## config.mk

```make
export PLATFORM = sky130hd
export DESIGN_NAME = load_store_unit
export DESIGN_NICKNAME = d
export VERILOG_FILES = /design/src/rtl/lsu_pkg.sv /design/src/rtl/lsu_extend.sv /design/src/rtl/load_store_unit.sv
export SDC_FILE = /design/constraint.sdc
export NUM_CORES = 1
export LEC_CHECK = 0
export ABC_AREA = 0
export BUFFER_PORTS_ARGS = -buffer_cell sky130_fd_sc_hd__buf_2
export CAP_MARGIN = 0
export CORE_ASPECT_RATIO = 0.6
export CORE_MARGIN = 3
export CORE_UTILIZATION = 30
export CTS_CLUSTER_SIZE = 40
export DETAILED_ROUTE_END_ITERATION = 10
export PLACE_DENSITY = 0.59
export SETUP_SLACK_MARGIN = 0.15
export SLEW_MARGIN = 20
export SYNTH_ARGS = -nofsm -noshare
export SYNTH_HDL_FRONTEND = slang
export SYNTH_SLANG_ARGS = --single-unit
```

## constraint.sdc

```tcl
create_clock -name clk -period 11.9 [get_ports clk]
set_clock_uncertainty 0.1 [all_clocks]
set_input_delay 2.38 -clock clk [delete_from_list [all_inputs] [get_ports clk]]
set_output_delay 2.38 -clock clk [all_outputs]
set_load 0.02 [all_outputs]
```

## src/rtl/lsu_pkg.sv

```systemverilog
// Shared types and helpers for the load/store unit.
package lsu_pkg;

  localparam logic [1:0] SIZE_BYTE = 2'b00;
  localparam logic [1:0] SIZE_HALF = 2'b01;
  localparam logic [1:0] SIZE_WORD = 2'b10;

  typedef enum logic [1:0] {
    IDLE = 2'd0,
    BEAT = 2'd1,
    RESP = 2'd2
  } state_t;

  // 0 beats means the request completes with an error
  function automatic logic [2:0] beat_count(
    input logic [1:0] size,
    input logic [1:0] lo,
    input logic       split
  );
    logic [2:0] n;
    case (size)
      SIZE_BYTE: n = 3'd1;
      SIZE_HALF: n = !lo[0] ? 3'd1 :
                     (split ? 3'd2 : 3'd0);
      SIZE_WORD: n = (lo == 2'b00) ? 3'd1 :
                     (split ? 3'd4 : 3'd0);
      default:   n = 3'd0;
    endcase
    return n;
  endfunction

endpackage

```

## src/rtl/lsu_extend.sv

```systemverilog
// Sign/zero extension of an assembled load value.
module lsu_extend
  import lsu_pkg::*;
(
  input  logic [31:0] value,
  input  logic [1:0]  size,
  input  logic        is_unsigned,
  output logic [31:0] result
);

  logic sb, sh;

  always_comb begin
    sb = ~is_unsigned & value[7];
    sh = ~is_unsigned & value[15];
    case (size)
      SIZE_BYTE: result = {{24{sb}}, value[7:0]};
      SIZE_HALF: result = {{16{sh}}, value[15:0]};
      default:   result = value;
    endcase
  end

endmodule

```

## src/rtl/load_store_unit.sv

```systemverilog
// Pipeline-side data memory initiator; splits
// misaligned accesses into byte beats.
module load_store_unit
  import lsu_pkg::*;
#(
  parameter int SPLIT_MISALIGNED = 1
) (
  input  logic        clk,
  input  logic        reset,
  input  logic        req_valid,
  output logic        req_ready,
  input  logic        req_write,
  input  logic [1:0]  req_size,
  input  logic        req_unsigned,
  input  logic [31:0] req_addr,
  input  logic [31:0] req_wdata,
  output logic        resp_valid,
  output logic [31:0] resp_rdata,
  output logic        resp_error,
  output logic        resp_split,
  output logic [31:0] mem_address,
  output logic [31:0] mem_write_data,
  output logic        mem_read,
  output logic        mem_write,
  output logic [1:0]  mem_size,
  output logic        mem_unsigned,
  input  logic [31:0] mem_read_data
);

  state_t      state;
  logic        wr;
  logic        uns;
  logic [1:0]  size;
  logic [31:0] addr;
  logic [31:0] wdata;
  logic [31:0] acc;
  logic [31:0] acc_next;
  logic [31:0] ext;
  logic [2:0]  n;
  logic [2:0]  k;
  logic [2:0]  n_new;
  logic [4:0]  sh;
  logic        split;
  logic        accept;
  logic        last;

  assign req_ready = (state == IDLE);
  assign accept    = req_valid && req_ready;
  assign split     = (n != 3'd1);
  assign sh        = {k[1:0], 3'b000};
  assign last      = (k == n - 3'd1);
  assign n_new     = beat_count(req_size, req_addr[1:0],
                                SPLIT_MISALIGNED != 0);

  always_comb begin
    mem_address    = '0;
    mem_write_data = '0;
    mem_read       = 1'b0;
    mem_write      = 1'b0;
    mem_size       = 2'b00;
    mem_unsigned   = 1'b0;
    if (state == BEAT) begin
      mem_read  = !wr;
      mem_write = wr;
      if (split) begin
        mem_address    = addr + {29'b0, k};
        mem_size       = SIZE_BYTE;
        mem_unsigned   = 1'b1;
        mem_write_data = {24'b0, wdata[sh +: 8]};
      end else begin
        mem_address    = addr;
        mem_size       = size;
        mem_unsigned   = uns;
        mem_write_data = wdata;
      end
    end
  end

  // split beats fill the accumulator little-endian
  always_comb begin
    acc_next = acc;
    if (split) acc_next[sh +: 8] = mem_read_data[7:0];
    else       acc_next = mem_read_data;
  end

  lsu_extend u_extend (
    .value       (acc_next),
    .size        (size),
    .is_unsigned (uns),
    .result      (ext)
  );

  always_ff @(posedge clk or posedge reset) begin
    if (reset) begin
      state      <= IDLE;
      wr         <= 1'b0;
      uns        <= 1'b0;
      size       <= 2'b00;
      addr       <= '0;
      wdata      <= '0;
      acc        <= '0;
      n          <= '0;
      k          <= '0;
      resp_valid <= 1'b0;
      resp_rdata <= '0;
      resp_error <= 1'b0;
      resp_split <= 1'b0;
    end else begin
      unique case (state)
        IDLE: if (accept) begin
          wr    <= req_write;
          uns   <= req_unsigned;
          size  <= req_size;
          addr  <= req_addr;
          wdata <= req_wdata;
          acc   <= '0;
          k     <= '0;
          n     <= n_new;
          if (n_new == 3'd0) begin
            state      <= RESP;
            resp_valid <= 1'b1;
            resp_error <= 1'b1;
          end else begin
            state <= BEAT;
          end
        end
        BEAT: begin
          acc <= acc_next;
          if (last) begin
            state      <= RESP;
            resp_valid <= 1'b1;
            resp_rdata <= wr ? 32'h0 : ext;
            resp_split <= split;
          end else begin
            k <= k + 3'd1;
          end
        end
        RESP: begin
          state      <= IDLE;
          resp_valid <= 1'b0;
          resp_rdata <= '0;
          resp_error <= 1'b0;
          resp_split <= 1'b0;
        end
        default: state <= IDLE;
      endcase
    end
  end

endmodule
```

* Yosys cells after proc, flatten, opt, wreduce, memory -nomap -nowiden
Index checks and enable logic that the tools add are counted.
** Operators by class
- Bitwise operators :: 3
- Mux-type cells :: 35
- Order comparisons :: 0
- Equal/unequal tests :: 11
- $mul :: 0
- $add $sub $neg :: 4
- Reductions and logical operators :: 18
- Shift operators :: 3
- Div/mod/pow operators :: 0
** Operators with widths (number)
- $mux W32 :: 8
- $pmux W32 S2 :: 3
- $add A32 B3 Y32 :: 1
- $bwmux W32 :: 1
- $shift A8 B7 Y32 const A :: 1
- $shiftx A32 B6 Y8 :: 1
- $shiftx A8 B7 Y32 :: 1
- $mux W2 :: 6
- $mux W3 :: 3
- $pmux W3 S3 :: 1
- $logic_not A2 Y1 :: 4
- $mux W1 :: 8
- $reduce_and A2 Y1 :: 4
- $neg A5 Y7 :: 1
- $eq A2 B1 Y1 const B :: 3
- $pmux W3 S2 :: 1
- $reduce_and A3 Y1 :: 2
- $reduce_bool A2 Y1 :: 3
- $eq A2 B2 Y1 const B :: 2
- $ne A2 B1 Y1 const B :: 2
- $ne A2 B2 Y1 const B :: 2
- $pmux W1 S2 :: 2
- $pmux W2 S2 :: 1
- $reduce_and A4 Y1 :: 1
- 11 further kinds :: 12
** Word-level totals
- Bits in registers :: 143
- Memories kept :: 0
- Input port bits :: 103
- Output and inout bits :: 105
- Logic and storage cells :: 87
- Bits in read-only memories :: 0
- Bits in latches :: 0
- Bits in writable memories :: 0

* Longest topological paths before layout
- Depth after elaboration :: 9
- Gate-level depth with buffers :: 10
- Mapped depth without buffers :: 8

* Cells and area by module
Synthesis repeated with hierarchy kept, for this count alone.
** Second synthesis, totals
- Cell total of the unflattened synthesis :: 919
- Area total of the unflattened synthesis :: 7812.5 um^2
** By module, submodules not included
- load_store_unit :: cells an instance 852, area each 7457.2 um^2, seq. area each 3578.4 um^2, instances 1
- lsu_extend :: cells an instance 67, area each 355.3 um^2, seq. area each 0.0 um^2, instances 1

* Least setup slack after synthesis
Ideal clock, no wire load.
- Path kind :: register to output
- From :: register k[1]
- To :: output port mem_address[26]
- Path slack :: 6683 ps
- Path buffers :: 1
- Arrival time :: 2737 ps
- Required time :: 9420 ps
- Stages on the path, launching flop included :: 9
- Cells stage by stage :: dfrtp_1 > clkbuf_1 > inv_1 > fa_1 > nand2b_1 > a2111oi_4 > nand4_1 > xor2_1 > nor2_1
** Between the ends
- Cells in the longest elaborated chain, start to end :: 3
** RTL lines
- from (decl) :: RTL line load_store_unit.sv:40 : logic [2:0] k;
- from (signal assigned) :: RTL line load_store_unit.sv:135 : k <= k + 3'd1;
- $add A32 B3 Y32 :: RTL line load_store_unit.sv:66 : mem_address = addr + {29'b0, k};
- $mux W32 :: RTL line load_store_unit.sv:65 : if (split) begin
- $mux W32 :: RTL line load_store_unit.sv:62 : if (state == BEAT) begin
- to (decl) :: RTL line load_store_unit.sv:21 : output logic [31:0] mem_address,
Every way passes these cells.

* Worst setup path in the final report
Ends and elaborated chain as after synthesis.

==> qor.csv <==
stage;metric;value;unit
routing;via count;7043;
global_routing;largest net degree at the start of global routing;85;
worst_setup_path;crit path DAT;3.64;ns
hold_path;Hold EP;wdata[4];
routing;final wirelength;25.8;mm
worst_setup_path;Setup crit end kind;output port;
sta;Slew @ Worst Pin;1.06;ns
global_routing;initial antenna violation count;4;
power_and_ir_drop;leakage power;0.00474;uW
synthesis;Seq/Total Area, Yosys;0.472;
routing;vias per inst;5.10;
sta;Final Hold Fails;0;
synthesis;Primary FF master, synth;dfrtp_1;
clock_network;CTS Hold Bufs;0;
layout;Filler cells;2518;
clock_network;postcts setup bufs;0;
routing;DRC;0;
layout;share of cells above drive strength 1;0.257;
worst_setup_path;reg2reg path depth;7;
clock_network;TritonCTS clock tree;built;
placed_design;GP Congestion;0.845;
sta;TNS Setup;0;ns
sta;Final Critical Period;6.12;ns
power_and_ir_drop;Peak supply drop;0.000120;V
sta;worst path setup slack after routing;5.78;ns
worst_setup_path;CP startpoint kind;flip-flop;
clock_network;clk sinks;143;
power_and_ir_drop;P per Cell Area;300;nW/um^2
synthesis;synth warn;0;
global_routing;GRT overflow;0;
worst_setup_path;CP Class;reg2out;
routing;1st-iter DRT viols;533;
synthesis;Synth Instances;874;
clock_network;number of buffers created by CTS;17;
run;Max Cap Viol;0;
synthesis;Netlist cell types;59;
placed_design;placed wire-length estimate;17.9;mm
layout;leading cell type in the layout, fill and taps excluded;nand2_1;
clock_network;Clock Latency Late Sink;0.43;ns
synthesis;Yosys reg bits;143;
floorplanning;Die Area;27300;um^2
worst_setup_path;crit path max fanout;15;
hold_path;min-delay worst type;reg2reg;
clock_network;H-Tree Depth;4;
worst_setup_path;r2r endpoint;resp_rdata[22];
synthesis;Synth Area in Adders;0.0208;
sta;max-slew violations;0;
synthesis;post-synthesis cell area;7580;um^2
routing;Routed Antenna Nets;0;
clock_network;Post-CTS Resized;0;
worst_setup_path;r2r setup slk;8.25;ns
placed_design;port bufs;207;
global_routing;global-route wire length before repair;40.1;mm
synthesis;Synth async-reset ratio;1.00;
synthesis;Post-Synth Simple-Gate Area;0.276;
layout;most frequent cells in the layout;nand2_1, buf_2, dfrtp_1, o21ai_0, nor2_1;
routing;Avg WL per Cell;18.7;um
layout;area grow syn2layout;24.2;%
floorplanning;# rows;44;
synthesis;largest family of logic cells by synthesized area;simple AND/OR/NAND/NOR gates;
worst_setup_path;Worst Path Required;9.42;ns
floorplanning;Starting Density;0.309;
layout;n_diodes;0;
floorplanning;die width;211;um
routing;drt pass-1 iters;5;
sta;Max Freq;0.163;GHz
synthesis;compound-cell area share of the yosys netlist;0.142;
synthesis;post-synth top area share;0.472;
synthesis;Avg Inst Size Synth;8.67;um^2
clock_network;CTS Buffer Depth;2;
synthesis;Synthesized Nets;989;
global_routing;vias in the first global route;6916;
floorplanning;Core ar.;24500;um^2
placed_design;post-place setup slack;6.24;ns
sta;Worst slew margin;0.288;
hold_path;hold depth;2;
synthesis;cell taking the most area after synthesis;dfrtp_1;
clock_network;clock slew at reported path FFs;0.06;ns
synthesis;number of enable flip-flop cells after synthesis;0;
layout;Final Util;0.384;
floorplanning;Die Y;129;um
outcome;status;complete, no violations;
worst_setup_path;Reg-to-Reg Start;k[0];
clock_network;clock root cell;clkbuf_16;
synthesis;main area contributors after synthesis;dfrtp_1, nand2_1, o21ai_0;
hold_path;HP Start;wdata[4];
sta;crit share post-route;0.515;
sta;RSZ-0062 raised after global routing;false;
layout;nets@finish;1162;
global_routing;total track usage;0.189;
synthesis;multiplexer share of the synthesized area;0.0119;
sta;# setup viols final;0;
synthesis;XOR/XNOR Fraction of Synth Area;0.0376;
floorplanning;Top Ports;208;
==> synthesized netlist by cell type (2+ instances only) <==
cell type / count
and3_1: 32
a211oi_1: 4
a2111oi_4: 2
a221o_1: 7
nor2b_1: 5
a221oi_1: 16
mux2_2: 8
a22o_1: 23
xnor2_1: 9
nand3_1: 36
o21ai_0: 51
nor2_1: 48
nand2b_1: 5
buf_1: 4
nand2_1: 266
nor3_1: 3
ha_1: 11
xor2_1: 21
o22ai_1: 10
nor3b_1: 25
dfrtp_1: 143
nand4_1: 15
clkbuf_1: 41
buf_2: 14
a22oi_1: 7
and2_1: 2
inv_1: 13
o31ai_1: 2
a21oi_1: 21
==> power by group <==
group / internal (uW) / total [uW] / switching, uW
Sequential: 687 / 873 / 186
Clock: 294 / 509 / 215
Combinational: 479 / 1440 / 958
==> cell families after synthesis <==
| family | count (synthesis) |
|---|---|
| adders and majority gates | 12 |
| buffers and inverters | 73 |
| AOI/OAI and AO/OA | 153 |
| DFF | 143 |
| xor gates and xnor gates | 31 |
| muxes | 8 |
| and+or+nand+nor | 454 |
==> registers in the layout, summed over array words and instances, names as in the netlist, 2 cells and up <==
register,flops
n,3
size,2
acc,32
resp_rdata,32
k,3
addr,32
state,2
wdata,32
==> per-stage QoR <==
step | hold WS [ns] | std cells | cell area [um^2] | power, uW
floorplan | 0.340 | 874 | 7580 | 1850
global placement | 0.354 | 1350 | 8860 | 2310
detailed placement | 0.359 | 1350 | 8870 | 2320
CTS | 0.374 | 1380 | 9410 | 2850
global route | 0.397 | 1380 | 9410 | 3050
finish | 0.367 | 1380 | 9410 | 2820
==> critical path, cell delays in order (launching register included) <==
cell	delay, ns
dfrtp_1	0.73
inv_1	0.30
fa_1	0.48
nand2b_1	0.25
a2111oi_4	0.76
nand4_1	0.24
xor2_1	0.19
nor2_1	0.08
buf_2	0.17
==> final cells by class <==
cell class	count	area [um^2]	share of cell area
Tap cell	322	403	0.0428
Inverter	13	53.8	0.00572
Timing Repair Buffer	214	1090	0.116
Sequential cell	143	3580	0.380
Clock inverter	11	93.8	0.00997
Clock buffer	19	453	0.0481
Multi-Input combinational cell	658	3740	0.398
==> worst max-delay path by stage <==
| stage | startpoint | to | cells after the start |
|---|---|---|---|
| after floorplan | reset | acc[0] | 1 |
| after global placement | k[1] | mem_address[26] | 8 |
| after detailed placement | k[1] | mem_address[26] | 8 |
| after CTS | k[1] | mem_address[26] | 8 |
| after global routing | k[1] | mem_address[26] | 8 |
| final | k[1] | mem_address[26] | 8 |
==> routing by layer <==
layer  track usage  share of wire  vias to the layer above
li1              -              -                     3359
met1         0.285           0.51                     3403
met2         0.264           0.40                      244
met3        0.0569          0.079                       29
met4        0.0448          0.011                        8
met5             0         0.0017                        -
Note: power is estimated with default switching activity, not from simulation.
